**config.mk**
```make
export PLATFORM = sky130hd
export DESIGN_NAME = fetch_unit
export DESIGN_NICKNAME = d
export VERILOG_FILES = /design/src/rtl/fetch_unit.sv
export SDC_FILE = /design/constraint.sdc
export NUM_CORES = 1
export LEC_CHECK = 0
export ABC_AREA = 1
export BUFFER_PORTS_ARGS = -buffer_cell sky130_fd_sc_hd__buf_2
export CAP_MARGIN = 20
export CORE_UTILIZATION = 30
export CTS_BUF_LIST = sky130_fd_sc_hd__clkbuf_16
export CTS_CLUSTER_SIZE = 14
export DETAILED_ROUTE_END_ITERATION = 16
export HOLD_SLACK_MARGIN = 0.12
export SLEW_MARGIN = 20
export SYNTH_ARGS = -nofsm -noshare
export SYNTH_HDL_FRONTEND = slang
export SYNTH_SLANG_ARGS = --single-unit
```
**constraint.sdc**
```tcl
create_clock -name clk -period 2.3 [get_ports clk]
set_input_delay 0.46 -clock clk [delete_from_list [all_inputs] [get_ports clk]]
set_output_delay 0.46 -clock clk [all_outputs]
set_load 0.01 [all_outputs]
```
**src/rtl/fetch_unit.sv**
```systemverilog
// fetch_unit: instruction fetch stage with PC, one-entry instruction register and valid/ready handoff
// Ports:
//   clk, rst                      clock and synchronous active-high reset
//   rom_addr / rom_data           ROM address (equals pc) and combinational ROM word
//   redirect_valid/redirect_addr  one-cycle jump request from execute
//   ir_valid/ir_ready             handshake to decode
//   ir_data/ir_pc                 held instruction and the address it came from
//   pc                            next address to fetch
//   done                          last word accepted and fetch has stopped
// Optional feature: define FETCH_WRAP_EN to wrap pc to 0 after the last word instead of stopping.
module fetch_unit #(
    parameter int AW = 3,
    parameter int DW = 16
) (
    input  logic          clk,
    input  logic          rst,
    output logic [AW-1:0] rom_addr,
    input  logic [DW-1:0] rom_data,
    input  logic          redirect_valid,
    input  logic [AW-1:0] redirect_addr,
    output logic          ir_valid,
    input  logic          ir_ready,
    output logic [DW-1:0] ir_data,
    output logic [AW-1:0] ir_pc,
    output logic [AW-1:0] pc,
    output logic          done
);
    typedef enum logic {S_FETCH, S_END} state_t;
    state_t state;
    logic   load;
    localparam logic [AW-1:0] LAST = '1;
    assign load     = (state == S_FETCH) && (!ir_valid || ir_ready);
    assign rom_addr = pc;
`ifdef FETCH_WRAP_EN
    assign done = 1'b0;
`else
    assign done = (state == S_END) && !ir_valid;
`endif
    always_ff @(posedge clk) begin
        if (rst) begin
            state    <= S_FETCH;
            pc       <= '0;
            ir_valid <= 1'b0;
            ir_data  <= '0;
            ir_pc    <= '0;
        end else if (redirect_valid) begin
            // redirect wins over load; any same-cycle handshake is still consumed
            state    <= S_FETCH;
            pc       <= redirect_addr;
            ir_valid <= 1'b0;
        end else if (load) begin
            ir_data  <= rom_data;
            ir_pc    <= pc;
            ir_valid <= 1'b1;
`ifdef FETCH_WRAP_EN
            pc       <= pc + 1'b1;
`else
            if (pc == LAST) state <= S_END;
            else pc <= pc + 1'b1;
`endif
        end else if (ir_valid && ir_ready) begin
            ir_valid <= 1'b0;
        end
    end
endmodule

```
# Word level (Yosys, flattened, before mapping)
# Index checks and enable logic that the tools add are counted.
# W data, S select, Z words.
[op_classes] bitwise=2 reduce_logical=11 add_sub_neg=1 n_eq_ne=2 mux=5
[ops] operator="$mux W3" count=3
[ops] operator="$reduce_and A2 Y1" count=3
[ops] operator="$reduce_bool A2 Y1" count=2
[ops] operator="$add A3 B1 Y3 const B" count=1
[ops] operator="$eq A3 B3 Y1 const B" count=1
[ops] operator="$logic_and A1 B1 Y1" count=3
[ops] operator="$mux W1" count=2
[ops] operator="$ne A2 B2 Y1 const B" count=1
[ops] operator="$not A1 Y1" count=2
[ops] operator="$reduce_or A2 Y1" count=1
[ops] operator="$logic_not A1 Y1" count=1
[ops] operator="$logic_or A1 B1 Y1" count=1
[word_totals] ff_bits=24 out_inout_bits=27 elab_cells=26 inputBits=23

# Logic depth before layout (Yosys ltp)
# Gate-level depths: netlist (run 1).
[depth] depth_word=5 ltp_mapped=7 mapped_depth_nobuf=7

# Least setup slack after synthesis (run 1)
# OpenSTA, ideal clock, no wires.
[synth_path] path_type="register -> register" startpoint="register pc[0]" endpoint="register pc[1]" setup_slack_ns=1.044 path_buffers=0 t_arrival_ns=1.141 t_required_ns=2.185 period_less_slack_ns=1.256 path_stages_with_launch=7 setup_time_ns=0.115 path_cell_list="dfxtp_1 ha_1 ha_1 inv_1 nand3_1 a21oi_1 nor2_1"
[synth_between] elab_chain_cells=4 word_cells_on_any_way=7 cone_classes="add/sub (1); eq/ne (2); mux (3); reduce/logical (1)"
[synth_lines] item="start, declared" line="25" text="output logic [AW-1:0] pc,"
[synth_lines] item="start signal, assigned" line="49" text="pc <= redirect_addr;"
[synth_lines] item="start signal, assigned" line="59" text="else pc <= pc + 1'b1;"
[synth_lines] item="$add A3 B1 Y3" line="59"
[synth_lines] item="$mux W3" line="58" text="if (pc == LAST) state <= S_END;"
[synth_lines] item="$mux W3" line="51" text="end else if (load) begin"
[synth_lines] item="$mux W3" line="46" text="end else if (redirect_valid) begin"
# Parallel ways exist; a longest one is shown, timed or not. The select of a mux whose other input is x is not followed.
# A chain may end at the register's enable or synchronous reset.

# Worst setup path after layout (run 1)
[layout_path] startpoint="register state" endpoint="output port done"
[layout_between] elab_chain_cells=1
[layout_lines] item="start, declared" line="29" text="state_t state;"
[layout_lines] item="start signal, assigned" line="41" text="state <= S_FETCH;"
[layout_lines] item="start signal, assigned" line="48" text="state <= S_FETCH;"
[layout_lines] item="start signal, assigned" line="58"
[layout_lines] item="$logic_and A1 B1 Y1" line="37" text="assign done = (state == S_END) && !ir_valid;"
[layout_lines] item="end, declared" line="26" text="output logic done"
# No other way between the ends.

==> results.cfg, run 1 <==
[outcome]
status = finished clean

[sta]
setup_tns_ns = 0
hold_viol_final = 0
fmax_mhz = 690
setup_ws_ns = 0.851
fin_skew_ns = 0.00128
finalSetupViolations = 0
worst_pin_slew_ns = 0.473
rsz0062_at_grt = no
relSlewSlack_pct = 68.5
finalCriticalPeriod_ns = 1.45
min_period_over_period_pct = 63.0
drv_slew = 0
hold_ws_ns = 0.443

[drt]
drc = 0
vias = 1055
vias_per_cell = 4.77
ant_nets = 0
drt-pass1-iter-count = 4
drt-initial-drc-count = 46
drt-total-wl_mm = 2.59
wire_per_inst_um = 11.7

[place]
placedCellCount = 217
port_buffers = 49
gp_congestion = 0.733
post-dp-hpwl_mm = 1.88
dpl_worst_slack_ns = 0.789
dpl_cell_area_um2 = 1340

[finish]
area_growth_pct = 31.6
layout.nets = 201
fillers = 371
drive_gt1_share_pct = 44.6
final_cell_count_no_fill = 221
fin_area_um2 = 1440
final_util_pct = 42.3
antenna_cells = 0

[floorplanning]
die-area_um2 = 3900
initial_core_util_pct = 32.1
die_h_um = 62.5
rows = 21
core_area_um2 = 3420
die_w_um = 62.5
io_pins = 50

[logic_synthesis]
yosys.area.top_type = dfxtp_1
avgSynthCellArea_um2 = 8.38
ys_seq_area_share_pct = 43.8
synth_top_area_share_pct = 43.8
yosysMostFrequentCell = dfxtp_1
netlist-cell-type-count = 17
synth_area_um2 = 1100
synthAdderAreaFrac_pct = 2.28
synthCells = 131
synth_common_cells = dfxtp_1 (24), nand2_1 (23), nand4_1 (19)
synth_seq_cells = 24
synthSimpleGateAreaFrac_pct = 29.1
muxShareOfSynthArea_pct = 0
synth-compound-area-share_pct = 14.8
synth_nets = 156
async_flop_share_pct = 0
yosysWarnings = 0
synth_xor_area_share_pct = 0
synthTopCellsByArea = dfxtp_1 (44%), nand4_1 (11%), a21oi_2 (8.0%)
synth-edff-count = 0
synth_top_family_by_area = simple AND/OR/NAND/NOR gates
synth_flop_cell = dfxtp_1

[run]
drv_cap = 0

[setup_path]
start_kind = flip-flop
endpoint_kind = output port
cp_max_fo = 9
crit_type = flip-flop to output port
arrival_ns = 0.99
worstPathRequired_ns = 1.84

[cts]
clkTransAtPathRegs_ns = 0.06
postCtsSetupRepairBufs = 0
cts-root-buf = clkbuf_16
ctsResizeCount = 0
clock_path_buffers = 2
cts_sinks = 24
cts_hold_buf = 0
clk_latency_ns = 0.25
cts_buffers = 3
cts_tree = yes
htreeDepth = 1

[global_routing]
overflow = 0
grt_pass1_vias = 1000
antenna_found_initial = 0
grt_pass1_wl_mm = 4.35
grt_max_degree = 21
grt_usage_pct = 13.6

[min_path]
holdCritPathClass = flip-flop to flip-flop

[pwr]
p_leak_nw = 0.674
p_total_mw = 1.10
power_density_nw_per_um2 = 761
ir_drop_v = 0.000228
sequential cells by signal, summed over array words and instances (netlist names):
name / count
ir_valid: 1
ir_pc: 3
pc: 3
ir_data: 16
state: 1
cells by family (layout without fill, tap and decap cells):
kind of cell | Yosys count | after routing
adders and majority gates | 2 | 2
and+or+nand+nor | 61 | 61
buffers and inverters | 19 | 63
AOI/OAI and AO/OA | 25 | 25
DFF | 24 | 24
area by class of cell:
type                       count  area, um^2  share of cell area, %
inverter                       7        26.3                   1.82
tap                           46        57.6                   3.99
sequential                    24         480                   33.3
timing repair buffer          52         268                   18.5
clock buffer                   3        75.1                   5.20
multi-input combinational     88         507                   35.1
clock inverter                 1        30.0                   2.08
placed cells by master (no fill, tap or decap), drive strengths merged:
master  netlist  final
buf          11     52
nand2        33     33
dfxtp        24     24
a21oi        24     24
nand4        19     19
inv           7      7
nor2          5      5
nand3         4      4
clkbuf        1      3
ha            2      2
o21ai         1      1
bufinv        0      1
per-layer routing:
metal / track usage [%] / vias up / routed length, um
met3: 3.65 / 4 / 144
met1: 16.2 / 485 / 1180
met5: 0 / - / 0
met2: 23.4 / 32 / 1230
met4: 4.36 / 0 / 32
li1: - / 534 / -
worst max-delay path, cell delays in order, from the launching register on:
cell	delay, ns
dfxtp_1	0.31
inv_1	0.22
nor2_1	0.06
buf_2	0.14
path summary, 6_finish.rpt:
| kind | start | slack [ns] | cells after the start | end |
|---|---|---|---|---|
| setup / recovery | state | 0.85 | 3 | done |
| hold / removal | state | 0.44 | 1 | ir_valid |
| setup reg to reg | state | 0.92 | 5 | pc[2] |
| hold reg to reg | state | 0.44 | 1 | ir_valid |
report_power, final:
part | switching, mW | leakage, nW | total [mW] | internal [mW]
combinational | 0.0857 | 0.425 | 0.150 | 0.0644
clock | 0.144 | 0.0511 | 0.489 | 0.346
sequential | 0.0184 | 0.197 | 0.459 | 0.441
(Power assumes the default switching activity.)
==> run 2: changes to the inputs <==
==> constraint.sdc (replaced) <==
create_clock -name clk -period 1.5 [get_ports clk]
set_input_delay 0.3 -clock clk [delete_from_list [all_inputs] [get_ports clk]]
set_output_delay 0.3 -clock clk [all_outputs]
set_load 0.01 [all_outputs]
==> run 2 against run 1 <==
Net effect:
- clock skew barely moved
- core utilization did not move
- count of clock-buffer cells in the layout did not move
- total power rose by 36%
- via count fell by 0.85%
==> results.cfg, run 2 (synthesis gave the netlist of run 1 again) <==
[cts]
cts_hold_buf = 0
cts-root-buf = clkbuf_16
postCtsSetupRepairBufs = 0
htreeDepth = 1
cts_buffers = 3
clock_path_buffers = 2
cts_sinks = 24
ctsResizeCount = 0
clkTransAtPathRegs_ns = 0.06
clk_latency_ns = 0.25
cts_tree = yes

[pwr]
p_int_mw = 1.13
p_clk_share_pct = 37.1
seqPwrFrac_pct = 47.1
p_sw_mw = 0.362
power_density_nw_per_um2 = 1030
p_leak_nw = 0.678
ir_drop_v = 0.000588
swShare_pct = 24.3
p_comb_share_pct = 15.8

[global_routing]
grt_pass1_wl_mm = 4.13
overflow = 0
grt_usage_pct = 13.4
antenna_found_initial = 0
grt_pass1_vias = 931
grt_max_degree = 20

[setup_path]
worstPathRequired_ns = 1.20
path_cells = inv_1 -> nor2_1 -> buf_2
crit_type = flip-flop to output port
reg2reg_slack_ns = 0.14
endpoint_kind = output port
setup.worst_path.start = state
crit_slowest_cell = dfxtp_1
arrival_ns = 1.06
cp_max_fo = 10
r2r-start = pc[0]
worstReg2RegEnd = pc[0]
start_kind = flip-flop
cpPeakStageDelay_ns = 0.31
reg2reg_depth = 6
crit_end = done

[sta]
finalCriticalPeriod_ns = 1.36
setup_ws_ns = 0.136
finalSetupViolations = 0
worst_pin_slew_ns = 0.376
fmax_mhz = 733
relSlewSlack_pct = 74.9
rsz0062_at_grt = no
setup_tns_ns = 0
drv_slew = 0
fin_skew_ns = 0.00141
hold_viol_final = 0
min_period_over_period_pct = 90.9

[floorplanning]
initial_core_util_pct = 32.1
io_pins = 50
die-area_um2 = 3900
core_area_um2 = 3420
rows = 21
die_w_um = 62.5
die_h_um = 62.5

[finish]
seq_area_um2 = 480
largest_register_ffs = 16
final_common_cell = buf_2
layout_common_cells = buf_2 (49), dfxtp_1 (24), nand2_1 (23)
regMostFlops = ir_data
area_growth_pct = 31.6
layout.nets = 205
drive_gt1_share_pct = 45.5
antenna_cells = 0
fillers = 356
multi_input_area_um2 = 507
reg_top3 = ir_data: 16 flops, ir_pc: 3 flops, pc: 3 flops

[min_path]
holdCritPathClass = primary input to flip-flop

[drt]
drt-total-wl_mm = 2.55
wire_per_inst_um = 11.4
drt-initial-drc-count = 49
vias = 1046
vias_per_cell = 4.67
ant_nets = 0
drc = 0
drt-pass1-iter-count = 4

[outcome]
status = finished clean

[place]
gp_congestion = 0.791
post-dp-hpwl_mm = 1.89
dpl_worst_slack_ns = 0.111
port_buffers = 49

[run]
drv_cap = 0
==> run 2: changes by cell type in the layout (fill, tap and decap cells not counted) <==
cell and change:
buf_4 +4, bufinv_16 -1
==> run 2: final cells by class <==
cell class / instances / area share [%]
Multi-Input combinational cell: 88 / 35.1
Sequential cell: 24 / 33.3
Timing Repair Buffer: 56 / 20.6
Clock buffer: 3 / 5.20
Tap cell: 46 / 3.99
Inverter: 7 / 1.82
==> run 2: power groups by stage <==
stage,Sequential (mW),Combinational [mW],Clock (mW)
2_1_floorplan,0.733,0.139,0
3_3_place_gp,0.718,0.233,0
6_report,0.704,0.236,0.554
5_1_grt,0.709,0.262,0.607
4_1_cts,0.705,0.238,0.579
3_5_place_dp,0.718,0.237,0
==> run 2: worst min path at each step <==
stage,start,endpoint,slack [ns],cells after the start
6_report,rom_data[9],ir_data[9],0.32,3
4_1_cts,rom_data[13],ir_data[13],0.32,3
5_1_grt,rom_data[13],ir_data[13],0.32,3
3_5_place_dp,state,ir_valid,0.42,1
3_3_place_gp,state,ir_valid,0.42,1
2_1_floorplan,state,ir_valid,0.41,1
==> run 2: metal layers <==
layer / up-vias / GRT usage [%] / part of all wire (%)
met5: - / 0 / 0
met4: 0 / 5.23 / 1.1
met3: 2 / 4.01 / 4.9
met2: 31 / 22.1 / 47
met1: 470 / 16.2 / 47
li1: 543 / - / -
==> run 2: per-stage QoR <==
stage	instance area, um^2	power [mW]	hold slack, ns	instances	util [%]
floorplan	1100	0.872	0.409	131	-
global placement	1370	0.951	0.418	221	40.1
detailed placement	1370	0.956	0.423	221	40.1
CTS	1440	1.52	0.318	224	42.3
global route	1440	1.58	0.319	224	42.3
finish	1440	1.49	0.323	224	42.3
==> run 2: critical path: cells and delay by family (launching register included) <==
family / cells / cell delay [ns]
and+or+nand+nor: 1 / 0.07
DFF: 1 / 0.31
buffers and inverters: 2 / 0.44
==> run 3: changes to the inputs <==
--- a/config.mk
+++ b/config.mk
@@ -5,14 +5,14 @@
 export SDC_FILE = /design/constraint.sdc
 export NUM_CORES = 1
 export LEC_CHECK = 0
-export ABC_AREA = 1
 export BUFFER_PORTS_ARGS = -buffer_cell sky130_fd_sc_hd__buf_2
 export CAP_MARGIN = 20
-export CORE_UTILIZATION = 30
+export CORE_UTILIZATION = 46
 export CTS_BUF_LIST = sky130_fd_sc_hd__clkbuf_16
 export CTS_CLUSTER_SIZE = 14
 export DETAILED_ROUTE_END_ITERATION = 16
 export HOLD_SLACK_MARGIN = 0.12
+export PLACE_DENSITY = 0.78
 export SLEW_MARGIN = 20
 export SYNTH_ARGS = -nofsm -noshare
 export SYNTH_HDL_FRONTEND = slang
==> run 3 against run 2 <==
Net effect:
- clock skew is 0.0018 ns higher
- non-clock buffer count is 2 higher
- setup slack worse by 0.081 ns
- clock power is 36% higher
- die area is 32% lower
- critical endpoint is now pc[2]
- largest cell class unchanged
- highest routed layer unchanged
==> results.cfg, run 3 <==
[outcome]
status = finished clean

[place]
port_buffers = 49
gp_congestion = 0.725
placedCellCount = 191
dpl_worst_slack_ns = -0.0505
post-dp-hpwl_mm = 1.97

[sta]
finalCriticalPeriod_ns = 1.44
min_period_over_period_pct = 96.3
rsz0062_at_grt = no
fmax_mhz = 692
worst_pin_slew_ns = 0.569
drv_slew = 0
hold_ws_ns = 0.289
fin_skew_ns = 0.00323
hold_viol_final = 0
setup_ws_ns = 0.0554
relSlewSlack_pct = 62.1
finalSetupViolations = 0

[setup_path]
reg2reg_slack_ns = 0.06
worstReg2RegEnd = pc[2]
worstPathRequired_ns = 1.62
arrival_ns = 1.56
crit_type = flip-flop to flip-flop
endpoint_kind = flip-flop
start_kind = flip-flop
cp_max_fo = 3
r2r-start = pc[0]
reg2reg_depth = 5

[cts]
cts_tree = yes
cts_sinks = 24
clock_path_buffers = 2
cts_buffers = 3
postCtsSetupRepairBufs = 0
clkTransAtPathRegs_ns = 0.06
clk_latency_ns = 0.26
htreeDepth = 1
cts-root-buf = clkbuf_16

[pwr]
seqPwrFrac_pct = 40.3
p_int_mw = 1.33
swShare_pct = 23.3
p_leak_nw = 0.671
p_comb_share_pct = 16.3
p_sw_mw = 0.405
p_clk_share_pct = 43.4
ir_drop_v = 0.000809
power_density_nw_per_um2 = 1140

[floorplanning]
die_h_um = 51.4
core_area_um2 = 2250
die_w_um = 51.4
die-area_um2 = 2640
initial_core_util_pct = 49.8
rows = 17
io_pins = 50

[min_path]
min_from = rom_data[13]
holdCritPathClass = primary input to flip-flop
whs_path_depth = 3
hold_path_end = ir_data[13]

[logic_synthesis]
synth_flop_cell = dfxtp_1
synthTopCellsByArea = dfxtp_1 (43%), nand3_1 (8.5%), a21oi_2 (7.8%)
netlist-cell-type-count = 26
yosys.area.top_type = dfxtp_1
synth_seq_cells = 24
synth-edff-count = 0
synth_top_area_share_pct = 42.8
synth_nets = 144
avgSynthCellArea_um2 = 9.43
yosysWarnings = 0
yosysMostFrequentCell = dfxtp_1
ys_seq_area_share_pct = 42.8
synth_common_cells = dfxtp_1 (24), nand3_1 (19), a21oi_1 (10), a21oi_2 (10), o21ai_2 (10)
async_flop_share_pct = 0
synthCells = 119
synth_area_um2 = 1120

[finish]
antenna_cells = 0
reg_top3 = ir_data: 16 flops, ir_pc: 3 flops, pc: 3 flops
layout_common_cells = buf_2 (49), dfxtp_1 (24), nand3_1 (19)
regMostFlops = ir_data
final_common_cell = buf_2
largest_register_ffs = 16
drive_gt1_share_pct = 53.9
area_growth_pct = 35.5
layout.nets = 193
final_cell_count_no_fill = 195

[global_routing]
overflow = 0
antenna_found_initial = 0
grt_pass1_wl_mm = 4.58
grt_max_degree = 25
grt_pass1_vias = 1053
grt_usage_pct = 23.4

[drt]
ant_nets = 0
wire_per_inst_um = 15.3
drc = 0
drt-initial-drc-count = 12
drt-total-wl_mm = 2.98
vias_per_cell = 5.61
drt-pass1-iter-count = 4
vias = 1094

[run]
drv_cap = 0
[run 3: cell types whose count changed after synthesis, sizes merged, moves of 2 or more]
cell | before | now
clkbuf | 1 | 3
o21ai | 1 | 19
nor4 | 0 | 2
a21oi | 24 | 20
nand4 | 19 | 0
nand2 | 33 | 0
a2111oi | 0 | 3
or2 | 0 | 2
a211oi | 0 | 4
nor2 | 5 | 2
nand3 | 4 | 19
inv | 7 | 3
[run 3: cell type report]
type	instances	area, um^2
fillers	192	734
multi-input cells	78	576
flip-flops and latches	24	480
repair buffers	58	313
clock buffers	3	75.1
well taps	28	35.0
clock inverters	1	30.0
inverters	3	11.3
[run 3: cell families after synthesis]
logic type / Yosys count / synth area share, %
simple gates: 30 / 15.6
flops: 24 / 42.8
buf+inv: 17 / 9.48
fa+ha+maj: 2 / 2.23
compound gates: 46 / 29.9
[run 3: worst max-delay path by stage]
stage	start	endpoint	slack [ns]	cells past startpoint
finish	pc[0]	pc[2]	0.06	5
global route	pc[0]	pc[2]	0.005	5
CTS	pc[0]	pc[2]	0.005	5
detailed placement	pc[0]	pc[2]	-0.05	5
global placement	pc[0]	pc[0]	0.07	5
floorplan	pc[0]	pc[0]	0.04	5
[run 3: timing repair]
action | CTS | global route
pin swaps | 1 | 0
hold buffers | 0 | 0
endpoints found under the setup margin | 1 | 3
gates resized for setup | 2 | 5
[run 3: worst max-delay path, cell delays in order, from the launching register on]
cell and delay [ns]:
dfxtp_1 0.31, ha_1 0.20, ha_1 0.23, or2_4 0.28, nor4_4 0.19, a2111oi_2 0.10
[run 3: power groups by stage]
stage               clock, mW  sequential, mW  combinational, mW
floorplan                   0           0.734              0.141
global placement            0           0.711              0.248
detailed placement          0           0.715              0.258
CTS                     0.761           0.701              0.263
global route            0.782           0.704              0.307
finish                  0.754           0.701              0.282
[run 3: stage by stage]
| stage | instance area (um^2) | power [mW] | TNS [ns] | util, % |
|---|---|---|---|---|
| 3_5_place_dp | 1380 | 0.972 | -0.0505 | 61.0 |
| 5_1_grt | 1520 | 1.79 | 0 | 67.4 |
| 3_3_place_gp | 1380 | 0.959 | 0 | 61.0 |
| 2_1_floorplan | 1120 | 0.875 | 0 | - |
| 4_1_cts | 1490 | 1.73 | 0 | 66.1 |
| 6_report | 1520 | 1.74 | 0 | 67.4 |
[run 3: layer usage]
metal | wire, um | share of wire, % | vias to the layer above | GRT usage, %
li1 | - | - | 523 | -
met1 | 1180 | 40 | 516 | 26.2
met2 | 1540 | 52 | 46 | 44.4
met3 | 157 | 5.3 | 9 | 3.87
met4 | 99 | 3.3 | 0 | 6.76
met5 | 0 | 0 | - | 0
